**config.mk**
```make
export PLATFORM = sky130hd
export DESIGN_NAME = instr_sequencer_flat
export DESIGN_NICKNAME = d
export VERILOG_FILES = /design/src/rtl/instr_sequencer_if.sv /design/src/rtl/instr_sequencer.sv /design/src/flat_wrapper.sv
export SDC_FILE = /design/constraint.sdc
export NUM_CORES = 1
export LEC_CHECK = 0
export CAP_MARGIN = 30
export CORE_MARGIN = 2
export CORE_UTILIZATION = 45
export CTS_BUF_LIST = sky130_fd_sc_hd__clkbuf_8
export DETAILED_ROUTE_END_ITERATION = 12
export PLACE_DENSITY = 0.92
export SYNTH_ARGS = -nofsm -noshare
export SYNTH_HDL_FRONTEND = slang
export SYNTH_SLANG_ARGS = --single-unit
```
**constraint.sdc**
```tcl
create_clock -name clk -period 3.2 [get_ports clk]
set_input_delay 0.48 -clock clk [delete_from_list [all_inputs] [get_ports clk]]
set_output_delay 0.48 -clock clk [all_outputs]
set_load 0.03 [all_outputs]
```
**src/rtl/instr_sequencer_if.sv**
```systemverilog
// Bus between the instruction sequencer and its surroundings (controller,
// instruction ROM, opcode decoder, ALU). The sequencer uses the slave modport;
// whatever drives start and the decoded instruction fields uses master.
interface instr_sequencer_if #(
  parameter int PC_W = 10
);
  // Run control handshake
  logic            start;
  logic            done;
  logic            busy;
  logic            timeout;
  // Fields of the fetched instruction, as seen by the sequencer
  logic [2:0]      instr_op;
  logic [2:0]      instr_type;
  logic            branch;
  logic            branch_cond;
  logic [PC_W-1:0] branch_target;
  logic            mem_access;
  // Fetch address and stage enables
  logic [PC_W-1:0] prog_ctr;
  logic            fetch_en;
  logic            exec_en;

  modport master (
    output start, instr_op, instr_type, branch, branch_cond, branch_target, mem_access,
    input  prog_ctr, fetch_en, exec_en, busy, done, timeout
  );

  modport slave (
    input  start, instr_op, instr_type, branch, branch_cond, branch_target, mem_access,
    output prog_ctr, fetch_en, exec_en, busy, done, timeout
  );
endinterface

```
**src/rtl/instr_sequencer.sv**
```systemverilog
// Multi-cycle fetch/execute sequencer for the 8-bit core. Owns the program
// counter, issues fetch_en for one cycle per instruction and exec_en on the
// single commit cycle of each instruction, and stops on the HALT encoding.
// Optional feature: define SEQ_WATCHDOG_EN to add a run-length watchdog that
// ends a run after WD_LIMIT busy cycles and flags it on timeout.
module instr_sequencer #(
  parameter int PC_W     = 10,
  parameter int START_PC = 0,
  parameter int MEM_LAT  = 2,
  parameter int WD_LIMIT = 4096
) (
  input  logic              clk,
  input  logic              reset_n,
  instr_sequencer_if.slave  bus
);

  typedef enum logic [1:0] {
    S_IDLE  = 2'b00,
    S_FETCH = 2'b01,
    S_EXEC  = 2'b10,
    S_DONE  = 2'b11
  } state_e;

  localparam int              LAT_W      = (MEM_LAT > 1) ? $clog2(MEM_LAT) : 1;
  localparam logic [LAT_W-1:0] LAT_LAST  = LAT_W'(MEM_LAT - 1);
  localparam logic [PC_W-1:0]  START_PC_V = PC_W'(START_PC);

  // Reject configurations the counters cannot represent
  if (MEM_LAT < 1 || WD_LIMIT < 2) begin : g_cfg_check
    $error("instr_sequencer: MEM_LAT must be >= 1 and WD_LIMIT >= 2");
  end

  state_e            state_q, state_d;
  logic [PC_W-1:0]   prog_ctr_q, prog_ctr_d;
  logic [LAT_W-1:0]  lat_cnt_q, lat_cnt_d;
  logic              is_halt;
  logic              mem_last;
  logic              start_ok;
  logic              busy_w;
  logic              wd_fire;
  logic              exec_en_w;

  assign is_halt  = (bus.instr_op == 3'b111) && (bus.instr_type == 3'b111);
  assign mem_last = (lat_cnt_q == LAT_LAST);
  assign busy_w   = (state_q == S_FETCH) || (state_q == S_EXEC);

  // Next-state, program counter and memory-latency counter
  always_comb begin
    // NOTE: every output of this block gets a default first so no path can leave one unassigned and infer a latch.
    state_d    = state_q;
    prog_ctr_d = prog_ctr_q;
    lat_cnt_d  = lat_cnt_q;
    start_ok   = 1'b0;
    exec_en_w  = 1'b0;
    unique case (state_q)
      S_IDLE, S_DONE: begin
        if (bus.start) begin
          start_ok   = 1'b1;
          state_d    = S_FETCH;
          prog_ctr_d = START_PC_V;
        end
      end
      S_FETCH: begin
        lat_cnt_d = '0;
        state_d   = wd_fire ? S_DONE : S_EXEC;
      end
      S_EXEC: begin
        if (wd_fire || is_halt) begin
          // Abandon without committing; prog_ctr keeps pointing at the stopping instruction
          state_d = S_DONE;
        end else if (bus.mem_access && !mem_last) begin
          lat_cnt_d = lat_cnt_q + 1'b1;
        end else begin
          exec_en_w  = 1'b1;
          prog_ctr_d = (bus.branch && bus.branch_cond) ? bus.branch_target
                                                       : prog_ctr_q + 1'b1;
          state_d    = S_FETCH;
        end
      end
      default: state_d = S_IDLE;
    endcase
  end

  // State, program counter and latency counter registers
  always_ff @(posedge clk or negedge reset_n) begin
    if (!reset_n) begin
      state_q    <= S_IDLE;
      prog_ctr_q <= START_PC_V;
      lat_cnt_q  <= '0;
    end else begin
      // NOTE: non-blocking updates so every register samples the pre-edge values, independent of statement order.
      state_q    <= state_d;
      prog_ctr_q <= prog_ctr_d;
      lat_cnt_q  <= lat_cnt_d;
    end
  end

`ifdef SEQ_WATCHDOG_EN
  localparam int               WD_W    = (WD_LIMIT > 2) ? $clog2(WD_LIMIT) : 1;
  localparam logic [WD_W-1:0]  WD_LAST = WD_W'(WD_LIMIT - 1);

  logic [WD_W-1:0] wd_cnt_q, wd_cnt_d;
  logic            timeout_q, timeout_d;

  assign wd_fire = busy_w && (wd_cnt_q == WD_LAST);

  // Watchdog count of busy cycles since the last accepted start
  always_comb begin
    wd_cnt_d  = wd_cnt_q;
    timeout_d = timeout_q;
    if (start_ok) begin
      wd_cnt_d  = '0;
      timeout_d = 1'b0;
    end else if (busy_w) begin
      wd_cnt_d = wd_cnt_q + 1'b1;
      if (wd_fire) timeout_d = 1'b1;
    end
  end

  // Watchdog registers
  always_ff @(posedge clk or negedge reset_n) begin
    if (!reset_n) begin
      wd_cnt_q  <= '0;
      timeout_q <= 1'b0;
    end else begin
      wd_cnt_q  <= wd_cnt_d;
      timeout_q <= timeout_d;
    end
  end

  assign bus.timeout = timeout_q;
`else
  assign wd_fire     = 1'b0;
  assign bus.timeout = 1'b0;
`endif

  assign bus.prog_ctr = prog_ctr_q;
  assign bus.fetch_en = (state_q == S_FETCH);
  assign bus.busy     = busy_w;
  assign bus.done     = (state_q == S_DONE);
  assign bus.exec_en  = exec_en_w;

endmodule
```
**src/flat_wrapper.sv**
```systemverilog
// flat-port wrapper written by rule: the top's interface ports become plain ports
module instr_sequencer_flat 
#(
  parameter int PC_W     = 10,
  parameter int START_PC = 0,
  parameter int MEM_LAT  = 2,
  parameter int WD_LIMIT = 4096
)
  (clk, reset_n, bus_start, bus_instr_op, bus_instr_type, bus_branch, bus_branch_cond, bus_branch_target, bus_mem_access, bus_prog_ctr, bus_fetch_en, bus_exec_en, bus_busy, bus_done, bus_timeout);
  instr_sequencer_if #(.PC_W(PC_W)) bus_i ();
  input  logic clk;
  input  logic reset_n;
  input wire logic [$bits(bus_i.start)-1:0] bus_start;
  input wire logic [$bits(bus_i.instr_op)-1:0] bus_instr_op;
  input wire logic [$bits(bus_i.instr_type)-1:0] bus_instr_type;
  input wire logic [$bits(bus_i.branch)-1:0] bus_branch;
  input wire logic [$bits(bus_i.branch_cond)-1:0] bus_branch_cond;
  input wire logic [$bits(bus_i.branch_target)-1:0] bus_branch_target;
  input wire logic [$bits(bus_i.mem_access)-1:0] bus_mem_access;
  output wire logic [$bits(bus_i.prog_ctr)-1:0] bus_prog_ctr;
  output wire logic [$bits(bus_i.fetch_en)-1:0] bus_fetch_en;
  output wire logic [$bits(bus_i.exec_en)-1:0] bus_exec_en;
  output wire logic [$bits(bus_i.busy)-1:0] bus_busy;
  output wire logic [$bits(bus_i.done)-1:0] bus_done;
  output wire logic [$bits(bus_i.timeout)-1:0] bus_timeout;
  assign bus_i.start = bus_start;
  assign bus_i.instr_op = bus_instr_op;
  assign bus_i.instr_type = bus_instr_type;
  assign bus_i.branch = bus_branch;
  assign bus_i.branch_cond = bus_branch_cond;
  assign bus_i.branch_target = bus_branch_target;
  assign bus_i.mem_access = bus_mem_access;
  assign bus_prog_ctr = bus_i.prog_ctr;
  assign bus_fetch_en = bus_i.fetch_en;
  assign bus_exec_en = bus_i.exec_en;
  assign bus_busy = bus_i.busy;
  assign bus_done = bus_i.done;
  assign bus_timeout = bus_i.timeout;
  instr_sequencer #(.PC_W(PC_W), .START_PC(START_PC), .MEM_LAT(MEM_LAT), .WD_LIMIT(WD_LIMIT)) u_core (.clk(clk), .reset_n(reset_n), .bus(bus_i));
endmodule
```
# After elaboration in Yosys (flattened, before gate mapping)
# Index checks and enable logic that the tools add are counted.
op_classes:
  add_sub_neg: 2
  n_reduce_logical: 12
  mux: 15
  eq_ne: 10
ops:
  columns: ["cell", "count"]
  rows:
  - ["$mux 10", 4]
  - ["$pmux 10 s2", 1]
  - ["$add 10x1->10 const B", 1]
  - ["$ne 2x2->1 const B", 4]
  - ["$eq 3x3->1 const B", 2]
  - ["$mux 2", 3]
  - ["$pmux 2 s3", 1]
  - ["$mux 1", 5]
  - ["$eq 2x2->1 const B", 2]
  - ["$reduce_and 4->1", 1]
  - ["$reduce_bool 2->1", 2]
  - ["$logic_and 1x1->1", 3]
  - ["$ne 3x2->1 const B", 1]
  - ["$reduce_and 3->1", 1]
  - ["$eq 2x1->1 const B", 1]
  - ["$logic_not 2->1", 1]
  - ["$pmux 1 s2", 1]
  - ["$reduce_and 2->1", 1]
  - ["$reduce_or 2->1", 1]
  - ["$add 1x1->1 const B", 1]
  - ["$logic_not 1->1", 1]
  - ["$logic_or 1x1->1", 1]
word_totals:
  output_inout_bits: 15
  register_bits: 13
  in_bits: 22

# Longest topological paths before layout
depth:
  depth_word: 5
  depth_mapped: 7
  mapped_depth_nobuf: 7

# Least setup slack after synthesis
# Ideal clock, no wire load.
synth_path:
  kind: "reg-to-reg"
  from: "register u_core.state_q[0]"
  to: "register u_core.prog_ctr_q[5] (netlist: u_core.bus.prog_ctr[5])"
  t_arrival_ps: 1644
  path_stages_with_launch: 8
  setup_slack_ps: 1469
  synth_period_minus_slack_ps: 1731
  path_cell_list: "dfrtp_1 inv_1 ha_1 nor2b_1 or3_4 nor3_1 o21ai_1 o211ai_1"
synth_via:
  elab_chain_len: 4
  elab_cells_between_ends: 10
  cone_classes: "5 x eq/ne; 1 x mux; 4 x reduce/logical"
synth_rtl:
  columns: ["item", "line", "text"]
  rows:
  - ["from (decl)", "instr_sequencer.sv:33", "state_e state_q, state_d;"]
  - ["from (signal assigned)", "instr_sequencer.sv:92", "state_q <= state_d;"]
  - ["$eq 2x2->1 or $logic_not 2->1 (tied branches)", "instr_sequencer.sv:55", "unique case (state_q)"]
  - ["$reduce_or 2->1", "instr_sequencer.sv:55", null]
  - ["$ne 2x2->1 (no source line) or $reduce_bool 2->1 (tied branches)", null, null]
  - ["$reduce_and 4->1 (no source line)", null, null]
  - ["to (signal assigned)", "instr_sequencer.sv:93", "prog_ctr_q <= prog_ctr_d;"]
  - ["to (decl)", "instr_sequencer.sv:34", "logic [PC_W-1:0] prog_ctr_q, prog_ctr_d;"]
# Parallel ways exist; a longest one is shown, timed or not.
# A chain may end at the register's enable or synchronous reset.

# Worst setup path in the final report
layout_path:
  from: "input port bus_instr_type[2]"
  to: "output port bus_exec_en"
layout_via:
  elab_chain_len: 4
layout_rtl:
  columns: ["item", "line", "text"]
  rows:
  - ["from (decl)", "flat_wrapper.sv:15", "input wire logic [$bits(bus_i.instr_type)-1:0] bus_instr_type;"]
  - ["$eq 3x3->1", "instr_sequencer.sv:43", "assign is_halt = (bus.instr_op == 3'b111) && (bus.instr_type == 3'b111);"]
  - ["$logic_and 1x1->1", "instr_sequencer.sv:43", null]
  - ["$mux 1", "instr_sequencer.sv:68", "if (wd_fire || is_halt) begin"]
  - ["$mux 1", "instr_sequencer.sv:55", null]
  - ["to (decl)", "flat_wrapper.sv:22", "output wire logic [$bits(bus_i.exec_en)-1:0] bus_exec_en;"]
# No other way between the ends.

==> flow_summary.json <==
{
  "cts_max_level": 1,
  "setup_slack_ps": 499,
  "clock_latency_ps": 240,
  "cts_tree": "done",
  "p_int_mw": 0.476,
  "relSlewSlack_pct": 57.2,
  "ys_seq_area_share_pct": 34.9,
  "holdPathStages": 1,
  "grt_max_degree": 18,
  "ys_types": 35,
  "avgViaCountPerCell": 5.64,
  "final-max-slew-violation-count": 0,
  "drtAntennaViolNets": 0,
  "status": "completed",
  "syn-instance-count": 109,
  "dp_hpwl_um": 1850,
  "grt_first_pass_wirelength_um": 4020,
  "start_util_pct": 47.4,
  "place_ws_ps": 502,
  "vdd_drop_max_v": 0.000657,
  "hp-class": "register to register",
  "yosysWarnings": 0,
  "max_slew.worst_pin.slew_ps": 639,
  "tns_ps": 0,
  "antenna_found_initial": 0,
  "ys_ff_latch": 13,
  "grt_pass1_vias": 919,
  "num_rows": 16,
  "synth_top_area_cell": "dfrtp_1",
  "drt_first_pass_iters": 6,
  "ctsResizeCount": 0,
  "cts_num_sinks": 13,
  "numPortBuffers": 35,
  "synth_nets": 136,
  "synthFlopType": "dfrtp_1",
  "wl_per_cell_um": 13.9,
  "drive_gt1_share_pct": 10.3,
  "die_h_um": 49.5,
  "drt-met1-wl_um": 935,
  "drv_cap": 0,
  "post_cts_buffers": 0,
  "fin_cells": 173,
  "hold-worst-slack_ps": 537,
  "powerDensity_mw_per_mm2": 639,
  "final_nets": 174,
  "cts.path.max_buffers": 2,
  "drt_first_iter_violations": 16,
  "fin_skew_ps": 1.45,
  "grt_use_total_pct": 20.9,
  "layout_commonest_cell": "clkdlybuf4s50_1",
  "synth_edf_count": 0,
  "grt_overflow_total": 0,
  "route.met2.wl_um": 1250,
  "hold_violations": 0,
  "syn_area_um2": 931,
  "cp-start-kind": "input port",
  "fin_crit_sh_pct": 84.4,
  "dieWidth_um": 49.5,
  "worstSetupPathType": "input port to output pin",
  "synthToLayoutAreaGrowth_pct": 44.6,
  "hold_buffers": 0,
  "period_needed_ps": 2700,
  "swShare_pct": 44.7,
  "dieArea_mm2": 0.00245,
  "clk_pin_slew_ps": 60,
  "pin_count": 37,
  "synth.top_cell.area_share_pct": 34.9,
  "vias": 975,
  "dr_wl_met3_um": 181,
  "endpoint_kind": "output pin",
  "drc": 0,
  "arrival_ps": 2220,
  "p_leak_nw": 0.543,
  "worstPathMaxFanout": 7,
  "final_cell_mix": "35 x clkdlybuf4s50_1, 13 x dfrtp_1, 11 x nand2_1",
  "p_total_mw": 0.861,
  "highest_layer": "met4",
  "pwr-share-seq_pct": 26.0,
  "max_freq_ghz": 0.370,
  "rsz0062_at_grt": "false",
  "clockPowerShare_pct": 17.0,
  "placed_cells": 169,
  "required_ps": 2720,
  "pwr-share-comb_pct": 57.0,
  "wl_um": 2400,
  "root_buffer": "clkbuf_8",
  "numCtsBuffers": 3,
  "ys_async_sr_fraction_pct": 100,
  "yosys-top-cells-area": "dfrtp_1 35%, ha_1 6.7%, a21oi_1 5.4%",
  "avgSynthCellArea_um2": 8.54,
  "core_area_mm2": 0.00196,
  "r2r_cells": 7,
  "switchingPower_mw": 0.385,
  "finalSetupViolCount": 0,
  "num_antenna_cells": 0,
  "place_congestion": 0.874
}
==> logic make-up after synthesis <==
logic type	count (synthesis)	synth area share, %
other cells	1	0.403
compound gates	33	25.0
mux	1	1.08
fa+ha+maj	5	6.72
flops	13	34.9
buf+inv	13	6.45
simple gates	43	25.4
==> synthesized netlist by cell type (2+ instances only) <==
cell and number:
o22ai_1 3, o21ai_0 9, inv_1 9, dfrtp_1 13, o211ai_1 2, nand2_1 11, ha_1 5, nor3_1 9
a21oi_1 10, nor2_1 5, or3_4 2, nand3_1 7, o21ai_1 2
==> flip-flops by register name, summed over array words and instances, names as in the netlist <==
name	count
u_core.bus.prog_ctr	10
u_core.state_q	2
u_core.lat_cnt_q	1
==> power by group through the flow <==
stage | clock (mW) | combinational [mW] | sequential, mW
6_report | 0.146 | 0.490 | 0.224
5_1_grt | 0.152 | 0.533 | 0.229
4_1_cts | 0.148 | 0.492 | 0.223
3_5_place_dp | 0 | 0.486 | 0.226
3_3_place_gp | 0 | 0.474 | 0.223
2_1_floorplan | 0 | 0.324 | 0.237
==> worst paths after layout <==
path / slack, ps / to / start
hold reg to reg: 540 / u_core.bus.prog_ctr[8] / u_core.bus.prog_ctr[8]
min in group asynchronous: 640 / u_core.bus.prog_ctr[8] / reset_n
setup / recovery: 500 / bus_exec_en / bus_instr_type[2]
hold / removal: 540 / u_core.bus.prog_ctr[8] / u_core.bus.prog_ctr[8]
max in group asynchronous: 2160 / u_core.state_q[0] / reset_n
setup reg to reg: 1310 / u_core.bus.prog_ctr[6] / u_core.state_q[0]
==> metrics by stage <==
stage | area, µm² | util [%]
2_1_floorplan | 931 | -
3_3_place_gp | 1300 | 66.3
3_5_place_dp | 1300 | 66.3
4_1_cts | 1350 | 68.6
5_1_grt | 1350 | 68.6
6_report | 1350 | 68.6
==> worst max-delay path: stages <==
cell             delay (ps)
clkdlybuf4s50_1         460
nand2_1                 100
o311ai_4                510
inv_2                    80
clkdlybuf4s50_1         610
==> routing by layer <==
layer / up-vias / track usage [%]
met5: - / 0
met4: 0 / 6.48
met3: 4 / 3.64
met2: 46 / 39.0
met1: 460 / 24.0
li1: 465 / -
==> area by class of cell <==
cell class,instances,area [µm²]
tap,27,33.8
multi-input combinational,83,546
clock buffer,3,41.3
fill,176,616
clock inverter,1,5.00
timing repair buffer,36,358
inverter,10,37.5
sequential,13,325
Power figures use the tool's default switching activity.
